## src/rtl/seg7_pkg.sv

```systemverilog
// Shared seven-segment display codes, formatter state encoding and digit formatting
// for the accelerometer display path.
package seg7_pkg;

    localparam logic [3:0]  CODE_BLANK = 4'ha;
    localparam logic [3:0]  CODE_MINUS = 4'hf;
    localparam logic [3:0]  CODE_DOT   = 4'hb;
    localparam int          BCD_DIGITS = 3;
    localparam logic [15:0] DIG_RESET  = {CODE_BLANK, CODE_BLANK, CODE_BLANK, 4'h0};

    typedef enum logic [1:0] {IDLE, SHIFT, DONE} stateT;

    // Blanking runs from the left; units always shows so a zero sample still reads "0".
    function automatic logic [15:0] formatDigits(input logic negative,
                                                 input logic [4*BCD_DIGITS-1:0] bcd,
                                                 input logic blankLz);
        logic [3:0] hund;
        logic [3:0] tens;
        hund = bcd[11:8];
        tens = bcd[7:4];
        if (blankLz && (bcd[11:8] == 4'h0)) begin
            hund = CODE_BLANK;
            if (bcd[7:4] == 4'h0) begin
                tens = CODE_BLANK;
            end
        end
        return {(negative ? CODE_MINUS : CODE_BLANK), hund, tens, bcd[3:0]};
    endfunction

endpackage

```

## src/rtl/accel_bcd_formatter_if.sv

```systemverilog
// Sample-in / digits-out handshake between the G-sensor axis register and the
// seven-segment digit formatter.
interface accel_bcd_formatter_if #(
    parameter int DATA_W = 10
);
    logic [DATA_W-1:0] data;
    logic              valid;
    logic              busy;
    logic [15:0]       dig;
    logic              digValid;

    modport master (output data, valid, input busy, dig, digValid);
    modport slave  (input data, valid, output busy, dig, digValid);
endinterface

```

## src/rtl/accel_bcd_formatter_add3.sv

```systemverilog
// Double-dabble correction cell: a BCD nibble of 5 or more gets +3 before the shift
// so that it carries correctly into the next decimal digit.
module bcd_add3_cell (
    input  logic [3:0] nibbleIn,
    output logic [3:0] nibbleOut
);
    assign nibbleOut = (nibbleIn >= 4'd5) ? (nibbleIn + 4'd3) : nibbleIn;
endmodule

```

## src/rtl/accel_bcd_formatter.sv

```systemverilog
// Converts one signed axis sample into {sign,hundreds,tens,units} display codes
// using a bit-serial double-dabble, one magnitude bit per clock.
module accel_bcd_formatter
    import seg7_pkg::*;
#(
    parameter int DATA_W   = 10,
    parameter bit BLANK_LZ = 1'b1
) (
    input  logic                 iCLK,
    input  logic                 iRST_N,
    accel_bcd_formatter_if.slave bus
);

    localparam int CNT_W = $clog2(DATA_W + 1);
    localparam int BCD_W = 4 * BCD_DIGITS;

    stateT             state;
    logic              sign;
    logic [DATA_W-1:0] mag;
    logic [BCD_W-1:0]  bcd;
    logic [BCD_W-1:0]  bcdAdj;
    logic [CNT_W-1:0]  bitCount;

    for (genvar g = 0; g < BCD_DIGITS; g++) begin : gAdd3
        bcd_add3_cell uCell (
            .nibbleIn  (bcd[4*g +: 4]),
            .nibbleOut (bcdAdj[4*g +: 4])
        );
    end

    // Two's-complement negate in DATA_W bits, so the most negative sample maps to
    // 2^(DATA_W-1) exactly as an unsigned magnitude.
    always_ff @(posedge iCLK or negedge iRST_N) begin
        if (!iRST_N) begin
            state        <= IDLE;
            sign         <= 1'b0;
            mag          <= '0;
            bcd          <= '0;
            bitCount     <= '0;
            bus.busy     <= 1'b0;
            bus.dig      <= DIG_RESET;
            bus.digValid <= 1'b0;
        end else begin
            bus.digValid <= 1'b0;
            case (state)
                IDLE: begin
                    if (bus.valid) begin
                        sign     <= bus.data[DATA_W-1];
                        mag      <= bus.data[DATA_W-1] ? (~bus.data + DATA_W'(1)) : bus.data;
                        bcd      <= '0;
                        bitCount <= CNT_W'(DATA_W);
                        bus.busy <= 1'b1;
                        state    <= SHIFT;
                    end
                end
                SHIFT: begin
                    bcd      <= (bcdAdj << 1) | BCD_W'(mag[DATA_W-1]);
                    mag      <= mag << 1;
                    bitCount <= bitCount - CNT_W'(1);
                    if (bitCount == CNT_W'(1)) begin
                        state <= DONE;
                    end
                end
                DONE: begin
                    bus.dig      <= formatDigits(sign, bcd, BLANK_LZ);
                    bus.digValid <= 1'b1;
                    bus.busy     <= 1'b0;
                    state        <= IDLE;
                end
                default: begin
                    state <= IDLE;
                end
            endcase
        end
    end

endmodule

```

## src/flat_wrapper.sv

```systemverilog
// flat-port wrapper written by rule: the top's interface ports become plain ports
module accel_bcd_formatter_flat import seg7_pkg::*;
#(
    parameter int DATA_W   = 10,
    parameter bit BLANK_LZ = 1'b1
)
  (iCLK, iRST_N, bus_data, bus_valid, bus_busy, bus_dig, bus_digValid);
  accel_bcd_formatter_if #(.DATA_W(DATA_W)) bus_i ();
  input  logic iCLK;
  input  logic iRST_N;
  input wire logic [$bits(bus_i.data)-1:0] bus_data;
  input wire logic [$bits(bus_i.valid)-1:0] bus_valid;
  output wire logic [$bits(bus_i.busy)-1:0] bus_busy;
  output wire logic [$bits(bus_i.dig)-1:0] bus_dig;
  output wire logic [$bits(bus_i.digValid)-1:0] bus_digValid;
  assign bus_i.data = bus_data;
  assign bus_i.valid = bus_valid;
  assign bus_busy = bus_i.busy;
  assign bus_dig = bus_i.dig;
  assign bus_digValid = bus_i.digValid;
  accel_bcd_formatter #(.DATA_W(DATA_W), .BLANK_LZ(BLANK_LZ)) u_core (.iCLK(iCLK), .iRST_N(iRST_N), .bus(bus_i));
endmodule
```

## config.mk

```make
export PLATFORM = sky130hd
export DESIGN_NAME = accel_bcd_formatter_flat
export DESIGN_NICKNAME = d
export VERILOG_FILES = /design/src/rtl/seg7_pkg.sv /design/src/rtl/accel_bcd_formatter_if.sv /design/src/rtl/accel_bcd_formatter_add3.sv /design/src/rtl/accel_bcd_formatter.sv /design/src/flat_wrapper.sv
export SDC_FILE = /design/constraint.sdc
export NUM_CORES = 1
export LEC_CHECK = 0
export BUFFER_PORTS_ARGS = -buffer_cell sky130_fd_sc_hd__buf_4
export CAP_MARGIN = 25
export CORE_MARGIN = 4
export CORE_UTILIZATION = 59
export CTS_CLUSTER_SIZE = 10
export DETAILED_ROUTE_END_ITERATION = 16
export PLACE_DENSITY = 0.83
export SYNTH_ARGS = -nofsm -noshare
export SYNTH_HDL_FRONTEND = slang
export SYNTH_SLANG_ARGS = --single-unit
```

## constraint.sdc

```tcl
create_clock -name iCLK -period 5.8 [get_ports iCLK]
set_clock_uncertainty 0.15 [all_clocks]
set_input_delay 1.16 -clock iCLK [delete_from_list [all_inputs] [get_ports iCLK]]
set_output_delay 1.16 -clock iCLK [all_outputs]
set_load 0.01 [all_outputs]
```

* Word level (Yosys, flattened, before mapping)
Cells that the tools add are included.
Widths: inputs -> output; s select.
** Cells by class
- $add $sub $neg :: 5
- $lt $le $gt $ge :: 3
- Eq/ne operators :: 5
- Multiplexer cells :: 20
- Bitwise logic cells :: 2
- Reduce and logical (&&, ||, !) cells :: 9
** Operators with widths (number)
- $mux 4 :: 6
- $pmux 12 s2 :: 1
- $mux 10 :: 2
- $pmux 10 s2 :: 1
- $ge 4x3->1 const B :: 3
- $mux 12 :: 1
- $or 12x1->12 :: 1
- $add 10x1->10 const B :: 1
- $not 10->10 :: 1
- $add 4x2->4 const B :: 2
- $logic_not 4->1 :: 2
- $pmux 4 s2 :: 1
- $reduce_and 2->1 :: 4
- $mux 3 :: 2
- $eq 4x1->1 const B :: 1
- $mux 2 :: 2
- $pmux 2 s2 :: 1
- $reduce_bool 2->1 :: 2
- $sub 4x1->4 const B :: 1
- $add 3x2->3 const B :: 1
- $eq 2x1->1 const B :: 1
- $eq 2x2->1 const B :: 1
- $logic_not 2->1 :: 1
- $mux 1 :: 2
- other kinds (3) :: 3
** Word-level totals
- Register bits :: 47
- Output and inout port bits :: 18

* Longest topological paths before layout
- Depth in word-level cells :: 5
- Mapped depth :: 6

* Cells and area by module
A second synthesis with hierarchy kept.
** Unflattened totals
- Cells, all modules :: 241
- Area total of the unflattened synthesis :: 2308.5 µm²
** By module, submodules not included
- accel_bcd_formatter :: instances 1, cells an instance 193, area an instance 2004.4 µm², sequential area each 1106.1 µm²
- bcd_add3_cell :: instances 3, cells an instance 16, area an instance 101.3 µm², sequential area each 0.0 µm²

* Worst setup path after synthesis
Ideal clock, no wire load.
- Path type :: input to register
- From :: input bus_data[0]
- To :: register u_core.mag[6]
- Setup time :: 0.135 ns
- Arrival time :: 2.270 ns
- Data required time :: 5.515 ns
- Slack :: 3.246 ns
- Cell stages on the path :: 6
- Path buffers :: 0
- Cell sequence :: inv_1 ha_1 or3b_2 o31ai_1 xor2_1 o21ai_0
** On the way
- Longest elaborated chain between the ends :: 5
** RTL lines
- start: declaration :: line flat_wrapper.sv:11 : input wire logic [$bits(bus_i.data)-1:0] bus_data;
- $not 10->10 :: line accel_bcd_formatter.sv:49 : mag <= bus.data[DATA_W-1] ? (~bus.data + DATA_W'(1)) : bus.data;
- $add 10x1->10 :: line accel_bcd_formatter.sv:49
- $mux 10 :: line accel_bcd_formatter.sv:49
- $mux 10 :: line accel_bcd_formatter.sv:47 : if (bus.valid) begin
- $pmux 10 s2 :: line accel_bcd_formatter.sv:45 : case (state)
- end signal: assignment :: line accel_bcd_formatter.sv:49
- end signal: assignment :: line accel_bcd_formatter.sv:58 : mag <= mag << 1;
- end: declaration :: line accel_bcd_formatter.sv:19 : logic [DATA_W-1:0] mag;
No other way between the ends. The select of a mux whose other input is x is not followed.
A chain may end at the register's enable or synchronous reset.

* Worst setup path in the final report
Same ends and word-level chain as after synthesis.

==> results.py <==
metrics = {
    "status": {
        "status": "finished clean",
    },
    "drt": {
        "viasPerCell": 5.53,
        "wl_met1_um": 1760,
        "wl_met3_um": 217,
        "drt-wirelength-per-cell_um": 13.3,
        "top_layer_used": "met4",
        "drtIter0Drc": 112,
        "num_vias": 1604,
        "drc_errors": 0,
        "routed_wl_um": 3850,
        "ant_nets": 0,
        "dr.pass1.iters": 4,
        "route.met2.wl_um": 1800,
    },
    "clocking": {
        "postCtsSetupBuffers": 0,
        "clkTransAtPathRegs_ns": 0.08,
        "cts_max_level": 2,
        "clkSinkCount": 44,
        "clock_tree.buffer_depth": 2,
        "ctsResizeCount": 0,
        "root_buffer": "clkbuf_8",
        "cts_tree": "yes",
        "clock_latency_ns": 0.29,
        "cts_buffers": 5,
        "hold_buffers": 0,
    },
    "synthesis": {
        "synth_cells": 219,
        "ys_warn_count": 0,
        "ys_types": 40,
        "synth_area_leaders": "dfrtp_1, nand2_1, ha_1, o21ai_0, dfstp_2",
        "synth_top_area_share_pct": 46.1,
        "syn_area_per_cell_um2": 9.91,
        "synth_seq_area_share_pct": 51.0,
        "synth-seq-cells": 44,
        "synth_edf_count": 0,
        "yosysTopAreaCell": "dfrtp_1",
        "netlist_area_mm2": 0.00217,
        "synthFlopType": "dfrtp_1",
        "async_flop_share_pct": 100,
    },
    "pwr": {
        "p_sw_mw": 0.431,
        "power_frac_seq_pct": 43.8,
        "clockPowerShare_pct": 16.7,
        "p_comb_share_pct": 39.5,
        "power_density_mw_per_mm2": 473,
        "sw_frac_of_total_pct": 36.7,
        "ir_worst_vdd_mv": 0.204,
        "cellLeakagePower_nw": 1.18,
        "intPower_mw": 0.742,
    },
    "floorplanning": {
        "row_count": 21,
        "die_y_um": 68.7,
        "dieArea_mm2": 0.00471,
        "start_util_pct": 63.1,
        "fp.dieW_um": 68.7,
        "core_mm2": 0.00344,
        "io_pins": 31,
    },
    "grt": {
        "grt-ovfl-total": 0,
        "antenna_found_initial": 0,
        "grt_pass1_wl_um": 6610,
        "grt_max_degree": 45,
        "grt_pass1_vias": 1512,
        "track_usage_pct": 19.3,
    },
    "layout": {
        "drive_above_1_share_pct": 18.0,
        "fin_cells": 290,
        "fillers": 278,
        "syn_to_final_growth_pct": 14.2,
        "n_antenna_cell": 0,
        "fin_nets": 265,
        "final_core_util_pct": 72.0,
    },
    "sta": {
        "min_period_over_period_pct": 42.0,
        "setup_tns_ns": 0,
        "worstMarginPinSlew_ns": 0.673,
        "max_freq_mhz": 410,
        "final.min_clock_period_ns": 2.44,
        "max-slew-margin-rel_pct": 55.1,
        "finalSetupViolCount": 0,
        "hold_viol_final": 0,
        "slew_violations": 0,
        "rsz0062_at_grt": "no",
    },
    "placed_design": {
        "portBuffers": 28,
        "dp_hpwl_um": 2740,
        "place_congestion": 0.768,
        "dp_cells": 282,
    },
    "worst_setup_path": {
        "cp_slowest_stage_delay_ns": 0.47,
        "crit_family": "simple AND/OR/NAND/NOR gates",
        "worstSetupEndpointType": "flip-flop",
        "worstPathMaxFanout": 3,
        "worstSetupPathType": "input port to flip-flop",
        "cp_slowest_cell": "or3b_2",
        "path_cells": "buf_4 > inv_1 > ha_1 > or3b_2 > o31ai_1 > xor2_1 > o21ai_0",
        "crit_path_start_kind": "input port",
        "cp.arrival_ns": 2.46,
        "crit_buf_inv": 2,
        "crit_required_ns": 5.82,
        "rrSetupSlack_ns": 3.74,
    },
    "hold_path": {
        "min_path_type": "flip-flop to flip-flop",
    },
    "run": {
        "drv_cap": 0,
    },
}
[layer usage]
| metal | up-vias | track usage (%) |
|---|---|---|
| li1 | 811 | - |
| met1 | 749 | 23.2 |
| met2 | 38 | 32.3 |
| met3 | 6 | 4.86 |
| met4 | 0 | 8.93 |
| met5 | - | 0 |
[per-stage QoR]
step	setup WS, ns	power [mW]	instance area [µm²]	hold slack (ns)
floorplan	3.25	0.840	2170	0.289
global route	3.22	1.27	2480	0.323
CTS	3.37	1.18	2480	0.305
finish	3.36	1.17	2480	0.302
global placement	3.08	0.967	2390	0.292
detailed placement	3.04	0.985	2390	0.294
[layout by cell type (no fill, tap or decap), types with 8 or more instances in the layout]
cell / netlist / final
dfrtp_1: 40 / 40
buf_4: 3 / 29
inv_1: 12 / 12
nand2_1: 35 / 35
o21ai_0: 22 / 22
xor2_1: 8 / 8
a22oi_1: 9 / 9
ha_1: 9 / 9
[worst register-to-register path, cell delays in order (launching register included)]
cell	delay (ns)
dfrtp_1	0.41
inv_1	0.12
ha_1	0.24
or3b_2	0.51
nor4b_1	0.38
o21ai_0	0.12
nand2_1	0.08
[cells by family (layout without fill, tap and decap cells)]
family / count (synthesis) / after routing / synth area share [%]
XOR/XNOR: 13 / 13 / 5.24
buffers and inverters: 26 / 50 / 5.07
adder cells (fa/ha/maj): 9 / 9 / 5.19
flip-flops: 44 / 44 / 51.0
multiplexers: 1 / 1 / 0.461
other: 1 / 2 / 0.173
AND/OR/NAND/NOR: 67 / 67 / 15.0
AO/OA/AOI/OAI: 58 / 58 / 17.9
[worst paths after layout]
path                                          startpoint                        endpoint  depth (start not counted)
max                                          bus_data[0]       u_core.mag[6]$_DFFE_PN0P_                          7
min                        u_core.bus.dig[5]$_DFFE_PN1P_   u_core.bus.dig[5]$_DFFE_PN1P_                          2
max reg2reg                    u_core.bcd[8]$_DFFE_PN0P_   u_core.bus.dig[5]$_DFFE_PN1P_                          6
min reg2reg                u_core.bus.dig[5]$_DFFE_PN1P_   u_core.bus.dig[5]$_DFFE_PN1P_                          2
max in group asynchronous                         iRST_N   u_core.bus.dig[9]$_DFFE_PN1P_                          1
min in group asynchronous                         iRST_N  u_core.bus.dig[12]$_DFFE_PN0P_                          1
[flip-flops by register name, summed over array words and instances, names as in the netlist]
register,cells
u_core.state,2
u_core.bus.busy,1
u_core.bcd,12
u_core.bitCount,4
u_core.bus.dig,13
u_core.bus.digValid,1
u_core.mag,10
u_core.sign,1
[cell type report]
class	instances	area, µm²	area share [%]
flip-flops and latches	44	1110	44.6
multi-input cells	150	958	38.7
repair buffers	29	218	8.78
clock buffers	8	90.1	3.63
well taps	46	57.6	2.32
inverters	13	48.8	1.97
[cell usage after synthesis (4+ instances only)]
cell and n:
xor2_1 8, nand2_1 35, o31ai_1 6, xnor2_1 5
ha_1 9, inv_1 12, a22oi_1 9, o21ai_0 22
nor2_1 6, a21oi_1 5, nor3_1 4, dfstp_2 4
nand2b_1 5, dfrtp_1 40, clkbuf_1 9
[power by group through the flow]
stage	Clock (mW)	Sequential, mW	Combinational (mW)
3_5_place_dp	0	0.519	0.466
2_1_floorplan	0	0.513	0.327
4_1_cts	0.201	0.513	0.470
6_report	0.196	0.513	0.463
3_3_place_gp	0	0.515	0.452
5_1_grt	0.211	0.529	0.530
(Power assumes the default switching activity.)
